[config.mk]
export PLATFORM = sky130hd
export DESIGN_NAME = pwm_ramp_gen
export DESIGN_NICKNAME = d
export VERILOG_FILES = /design/src/rtl/pwm_pkg.sv /design/src/rtl/duty_stepper.sv /design/src/rtl/pwm_ramp_gen.sv
export SDC_FILE = /design/constraint.sdc
export NUM_CORES = 1
export LEC_CHECK = 0
export ABC_AREA = 1
export BUFFER_PORTS_ARGS = -buffer_cell sky130_fd_sc_hd__buf_4
export CAP_MARGIN = 20
export CELL_PAD_IN_SITES_DETAIL_PLACEMENT = 1
export CELL_PAD_IN_SITES_GLOBAL_PLACEMENT = 2
export CORE_MARGIN = 2
export CORE_UTILIZATION = 26
export CTS_BUF_LIST = sky130_fd_sc_hd__clkbuf_4 sky130_fd_sc_hd__clkbuf_8 sky130_fd_sc_hd__clkbuf_16
export DETAILED_ROUTE_END_ITERATION = 12
export GPL_TIMING_DRIVEN = 0
export MAX_ROUTING_LAYER = met4
export PLACE_DENSITY_LB_ADDON = 0.15
export SETUP_SLACK_MARGIN = 0.05
export SKIP_CTS_REPAIR_TIMING = 1
export SLEW_MARGIN = 30
export SYNTH_ARGS = -nofsm -noshare
export SYNTH_HDL_FRONTEND = slang
export SYNTH_SLANG_ARGS = --single-unit
export TNS_END_PERCENT = 5
[constraint.sdc]
create_clock -name clk -period 1.9 [get_ports clk]
set_input_delay 0.19 -clock clk [delete_from_list [all_inputs] [get_ports clk]]
set_output_delay 0.19 -clock clk [all_outputs]
set_load 0.005 [all_outputs]
[src/rtl/pwm_pkg.sv]
// Shared types and defaults for the PWM ramp generator.
package pwm_pkg;

  localparam int WIDTH_DEF = 4;

  typedef enum logic [1:0] {
    IDLE,
    PEND,
    RAMP
  } pwm_state_t;

endpackage

[src/rtl/duty_stepper.sv]
// Combinational next-duty calculation: one step toward target per tc, or a
// direct jump when not ramping. o_reached flags that the target is reached.
module duty_stepper #(
  parameter int WIDTH = 4
) (
  input  logic [WIDTH-1:0] i_cur,
  input  logic [WIDTH-1:0] i_target,
  input  logic             i_ramp,
  input  logic             i_tc,
  output logic [WIDTH-1:0] o_next,
  output logic             o_reached
);

  always_comb begin
    o_next    = i_cur;
    o_reached = 1'b0;
    if (i_tc) begin
      if (!i_ramp)
        o_next = i_target;
      else if (i_cur < i_target)
        o_next = i_cur + 1'b1;
      else if (i_cur > i_target)
        o_next = i_cur - 1'b1;
      // Covers the equal-target case too: no step, but still completes.
      o_reached = (o_next == i_target);
    end
  end

endmodule

[src/rtl/pwm_ramp_gen.sv]
// PWM generator driven by an external free-running counter. New duty values
// arrive by valid/ready and are applied at period boundaries (tc), in one step or ramped.
module pwm_ramp_gen
  import pwm_pkg::*;
#(
  parameter int WIDTH    = WIDTH_DEF,
  parameter int DUTY_RST = 0
) (
  input  logic             clk,
  input  logic             reset,
  input  logic [WIDTH-1:0] cnt,
  input  logic             tc,
  input  logic [WIDTH-1:0] duty_req,
  input  logic             ramp_req,
  input  logic             duty_valid,
  output logic             duty_ready,
  output logic             pwm_out,
  output logic [WIDTH-1:0] duty_cur,
  output logic             busy,
  output logic             upd_done
);

  localparam logic [WIDTH-1:0] L_DUTY_RST = WIDTH'(DUTY_RST);

  pwm_state_t       r_state, w_state_nxt;
  logic [WIDTH-1:0] r_target, w_target_nxt;
  logic [WIDTH-1:0] r_duty, w_duty_nxt;
  logic             r_pwm;
  logic             r_done, w_done_nxt;

  logic [WIDTH-1:0] w_step;
  logic             w_reached;
  logic             w_step_tc;

  // tc in IDLE (including the transfer edge) is never acted on.
  assign w_step_tc = tc & (r_state != IDLE);

  duty_stepper #(.WIDTH(WIDTH)) u_stepper (
    .i_cur     (r_duty),
    .i_target  (r_target),
    .i_ramp    (r_state == RAMP),
    .i_tc      (w_step_tc),
    .o_next    (w_step),
    .o_reached (w_reached)
  );

  always_comb begin
    w_state_nxt  = r_state;
    w_target_nxt = r_target;
    w_duty_nxt   = r_duty;
    w_done_nxt   = 1'b0;
    unique case (r_state)
      IDLE: begin
        if (duty_valid) begin
          w_target_nxt = duty_req;
          w_state_nxt  = ramp_req ? RAMP : PEND;
        end
      end
      PEND, RAMP: begin
        w_duty_nxt = w_step;
        if (w_reached) begin
          w_state_nxt = IDLE;
          w_done_nxt  = 1'b1;
        end
      end
      default: w_state_nxt = IDLE;
    endcase
  end

  always_ff @(posedge clk) begin
    if (!reset) begin
      r_state  <= IDLE;
      r_target <= L_DUTY_RST;
      r_duty   <= L_DUTY_RST;
      r_pwm    <= 1'b0;
      r_done   <= 1'b0;
    end else begin
      r_state  <= w_state_nxt;
      r_target <= w_target_nxt;
      r_duty   <= w_duty_nxt;
      // Pre-update duty; cnt == max always compares 0 so tc changes land cleanly.
      r_pwm    <= (cnt < r_duty);
      r_done   <= w_done_nxt;
    end
  end

  assign duty_ready = (r_state == IDLE);
  assign busy       = ~duty_ready;
  assign pwm_out    = r_pwm;
  assign duty_cur   = r_duty;
  assign upd_done   = r_done;

endmodule

# Word-level counts from Yosys, hierarchy flattened
# Index checks and enable logic that the tools add are counted.
# word_totals
ff_bits	12
output_inout_bits	8
elab_cells	34
# op_classes
n_addsub	2
order_cmp	3
eq_ne	5
mux	10
n_bitwise	2
n_reduce_logical	7
# op_table
cell	count
4-bit 2-to-1 mux	4
4-bit < comparator	2
2-bit AND reduction	4
2-bit 2-to-1 mux	3
4-bit by 1-bit adder with 4-bit output (second input constant)	1
4-bit == test	1
4-bit greater-than comparator	1
2-bit one-hot mux with 2 select lines	1
4-bit by 1-bit subtractor with 4-bit output (second input constant)	1
2-bit by 1-bit == test with 1-bit output (second input constant)	1
2-bit == test (second input constant)	1
2-bit logical NOT	1
1-bit 2-to-1 mux	2
2-bit by 1-bit != test with 1-bit output (second input constant)	1
2-bit != test (second input constant)	1
2-bit nonzero test	1
2-bit OR reduction	1
1-bit bitwise AND	1
1-bit inverter	1

# Depth between registers and ports, before layout
# depth
depth_word	9
depth_mapped	18

# By module
# Synthesis repeated with hierarchy kept, for this count alone.
# unflattened
cells_unflattened	164
area_unflattened_um2	1001.0
# by_module_without_submodules
module	n_inst	cells_each	area_each_um2	seq_area_each_um2
pwm_ramp_gen	1	74	543.0	240.2
duty_stepper	1	90	457.9	0.0

# Least setup slack after synthesis
# OpenSTA, ideal clock, no wires.
# synth_path
kind	reg-to-reg
startpoint	register r_duty[0], in the netlist duty_cur[0]
endpoint	register r_state[1]
arrival_ns	1.748
required_ns	1.781
setup_slack_ns	0.033
path_stages_with_launch	16
path_buffers	0
path_cell_list	dfxtp_1 -> inv_1 -> ha_1 -> nand2_1 -> nor2_4 -> nand2_1 -> o21ai_1 -> nand2_1 -> nand3_1 -> nand2_1 -> nor2_2 -> nand3_2 -> nand2_2 -> nand2_1 -> nand2_1 -> a21oi_1
# synth_via
elab_chain_len	9
elab_cells_between_ends	12
classes_between	2 x add/sub; 2 x order compare; 2 x eq/ne; 5 x mux; 1 x reduce/logical
# synth_rtl
element	line_no	source
start: declaration	pwm_ramp_gen.sv:27	logic [WIDTH-1:0] r_duty, w_duty_nxt;
start signal: assignment	pwm_ramp_gen.sv:80	r_duty <= w_duty_nxt;
4-bit by 1-bit subtractor with 4-bit output or 4-bit greater-than comparator (tied branches)	duty_stepper.sv:23, duty_stepper.sv:22	
4-bit 2-to-1 mux	duty_stepper.sv:22	else if (i_cur > i_target)
4-bit 2-to-1 mux (*)	duty_stepper.sv:20	else if (i_cur < i_target)
4-bit 2-to-1 mux (*)	duty_stepper.sv:18	if (!i_ramp)
4-bit 2-to-1 mux (*)	duty_stepper.sv:17	if (i_tc) begin
4-bit == test (*)	duty_stepper.sv:25	o_reached = (o_next == i_target);
1-bit 2-to-1 mux (*)	duty_stepper.sv:17	
2-bit by 1-bit != test with 1-bit output (no line) (*)	n/a	
2-bit AND reduction (no line) (*)	n/a	
end signal: assignment	pwm_ramp_gen.sv:78	r_state <= w_state_nxt;
end: declaration	pwm_ramp_gen.sv:25	pwm_state_t r_state, w_state_nxt;
# Every way passes the cells marked *; elsewhere a longest branch is shown, timed or not. The select of a mux whose other input is x is not followed.
# A chain may end at the register's enable or synchronous reset.

# Final worst setup path
# layout_path
startpoint	register r_duty[0], in the netlist duty_cur[0]
endpoint	register r_state[0]
# The elaborated chain is that of the path after synthesis.

==> results.txt <==
Seq cells post-synth -> 12
clk sinks -> 12
worst-path maximum fanout -> 7
WP buf/inv -> 2
CP startpoint -> duty_cur[0]
status -> complete, but fails checks
crit path to -> r_state[0]
number of global-route vias before repair -> 1062
io pins -> 21
Synth area leaders -> dfxtp_1 (24%), ha_1 (14%), nand2_1 (9.5%)
critical path depth -> 14
fin area -> 1440 um2
Critical R2R Launch -> duty_cur[0]
WL per Instance -> 13.2 um
Relative slew margins -> 0.774
placed insts -> 206
largest stage delay on the critical path -> 0.38 ns
CP Cell Sequence -> inv_6, ha_4, nand2_4, nor2_4, buf_12, nand3_1, nand4_1, nand3_1, nor2_2, nand3_2, nand2_2, nand2_2, nand2_1, a21oi_2
final std cells w/o fill -> 217
leakage power -> 0.654 nW
sequential area share after synthesis -> 0.244
drt pass-1 iters -> 4
Core ar. -> 3660 um2
Tot GR Track Use -> 0.142
P_sw -> 0.362 mW
reg-to-reg slack, setup -> -0.09 ns
reg2reg end -> r_state[0]
largest net degree at the start of global routing -> 11
initial antenna violation count -> 0
filler instances -> 443
TritonCTS clock tree -> built
CTS buffer count -> 3
maximum clock insertion buffer count -> 2
post-synth top area share -> 0.244
Final Hold Vio Count -> 0
Ys Warns -> 0
Seq pwr share -> 0.285
Placer Congestion -> 0.795
clock network power share -> 0.281
Mapped Cells -> 138
first-pass GRT wire length -> 4.60 mm
Die Y -> 65.5 um
Data arrival, critical path -> 2.11 ns
dpl ws -> -0.265 ns
Final Util -> 0.393
Slew Limit Fails -> 0
ANT nets after route -> 0
Yosys cell types -> 26
Sw Ratio -> 0.360
WP data required -> 2.02 ns
VDD IR max -> 282 uV
grt total ovfl -> 0
clock slew at reported path FFs -> 0.06 ns
Port Buffer Count -> 20
H-tree lvl count -> 1
max-cap check violation count -> 0
Tmin final -> 1.99 ns
final WL -> 2.87 mm
# nets final -> 194
Crit Path Class -> reg -> reg
DR vias -> 1005
Syn Nets -> 162
combinational power share -> 0.434
DR vias/cell -> 4.63
register area -> 256 um2
FMAX -> 502 MHz
syn_area_per_cell -> 7.13 um2
CTS root buf -> clkbuf_8
Mapped Area -> 983 um2
Int Pwr -> 0.643 mW
CP startpoint kind -> register
clock latency at the later pin of the worst-skew pair -> 0.24 ns
Tightest Hold Check Type -> in -> reg
CP top delay family -> simple AND/OR/NAND/NOR gates
area grow syn2layout -> 46.4%
DR DRC count -> 0
Worst Reg-to-Reg Cells -> 14
pwr/cell area -> 698 nW/um2
Tightest Pin Transition -> 0.330 ns
DR iter-0 viols -> 23
violated checks -> negative setup slack
Final setup viols -> 3
Final HPWL DP -> 2.25 mm
area of the multi-input gates -> 738 um2
Yosys top cell by area -> dfxtp_1
diodes inserted -> 0
setup ws final -> -0.0922 ns
Critical Path Sink Type -> register
CP max stage cell -> dfxtp_4
Rows -> 22
proportion of layout cells with a drive suffix above 1 -> 0.444
Final Skew -> 0.00158 ns
Period Utilization, post-route -> 1.05
DIE AREA -> 4290 um2
placed standard-cell area -> 1190 um2
die span in x -> 65.5 um
Initial Utilization -> 0.269
RSZ-0062 raised after global routing -> true
cells in the mapped netlist, drive strengths merged:
master / n
a31oi: 1
nor2: 3
o21ai: 14
nand3: 21
clkbuf: 1
o21a: 1
nand2: 31
ha: 11
dfxtp: 12
nand4: 3
o211a: 1
or2: 1
inv: 25
a2111oi: 1
nand3b: 1
a21oi: 10
nor3: 1
final cells by class:
type                    instances  share of cell area
multi-input cells             100               0.513
well taps                      48              0.0417
inverters                      25              0.0704
clock buffers                   4              0.0382
flip-flops and latches         12               0.178
repair buffers                 27               0.149
plain buffers                   1             0.00956
worst min path at each step:
stage | startpoint | to | cells after the start
6_report | duty_req[0] | r_target[0] | 3
5_1_grt | ramp_req | r_state[0] | 4
4_1_cts | duty_req[0] | r_target[0] | 3
3_5_place_dp | r_state[0] | r_state[0] | 2
2_1_floorplan | reset | duty_cur[3] | 2
3_3_place_gp | r_state[0] | r_state[0] | 2
sequential cells by signal (all words and copies together), names as in the netlist:
signal    flops
duty_cur      4
r_target      4
r_state       2
pwm_out       1
upd_done      1
cells by family after synthesis:
| kind of cell | synth area share |
|---|---|
| AO/OA/AOI/OAI | 0.170 |
| AND/OR/NAND/NOR | 0.336 |
| buffers and inverters | 0.109 |
| adder cells (fa/ha/maj) | 0.140 |
| flip-flops | 0.244 |
metrics by stage:
stage	setup TNS (ns)	total power [mW]	hold slack (ns)
after floorplan	0	0.531	0.328
after global placement	-0.543	0.626	0.457
after detailed placement	-0.592	0.634	0.476
after CTS	-0.637	0.924	0.236
after global routing	-0.590	1.09	0.243
final	-0.203	1.01	0.235
per-layer routing:
| layer | vias up | track usage | wire length (um) |
|---|---|---|---|
| li1 | 527 | - | - |
| met3 | 2 | 0.0154 | 80 |
| met2 | 14 | 0.253 | 1500 |
| met1 | 462 | 0.167 | 1260 |
| met5 | - | - | 0 |
| met4 | 0 | 0.0469 | 19 |
cells in the final DEF, fill, tap and decap left out:
master,instances
a2111oi_0,1
a21oi_1,7
a21oi_2,2
a21oi_4,1
a31oi_1,1
buf_12,1
buf_4,26
clkbuf_8,5
dfxtp_1,5
dfxtp_2,4
dfxtp_4,3
ha_1,7
ha_4,4
inv_1,20
inv_2,3
inv_4,1
inv_6,1
nand2_1,19
nand2_2,8
nand2_4,4
nand3_1,14
nand3_2,7
nand3b_1,1
nand4_1,3
nor2_2,2
nor2_4,1
nor3_1,1
o211a_1,1
o21a_1,1
o21ai_0,11
o21ai_1,2
o21ai_4,1
or2_2,1
power groups by stage:
| stage | logic (mW) | registers, mW | clock network, mW |
|---|---|---|---|
| 5_1_grt | 0.489 | 0.290 | 0.309 |
| 6_report | 0.436 | 0.287 | 0.283 |
| 2_1_floorplan | 0.246 | 0.286 | 0 |
| 3_5_place_dp | 0.345 | 0.289 | 0 |
| 4_1_cts | 0.347 | 0.284 | 0.293 |
| 3_3_place_gp | 0.338 | 0.288 | 0 |
worst min-delay path: stages:
cell and delay (ns):
buf_4 0.08, o21ai_0 0.07, a21oi_1 0.10
No activity file was read; power rests on OpenSTA's default activity.
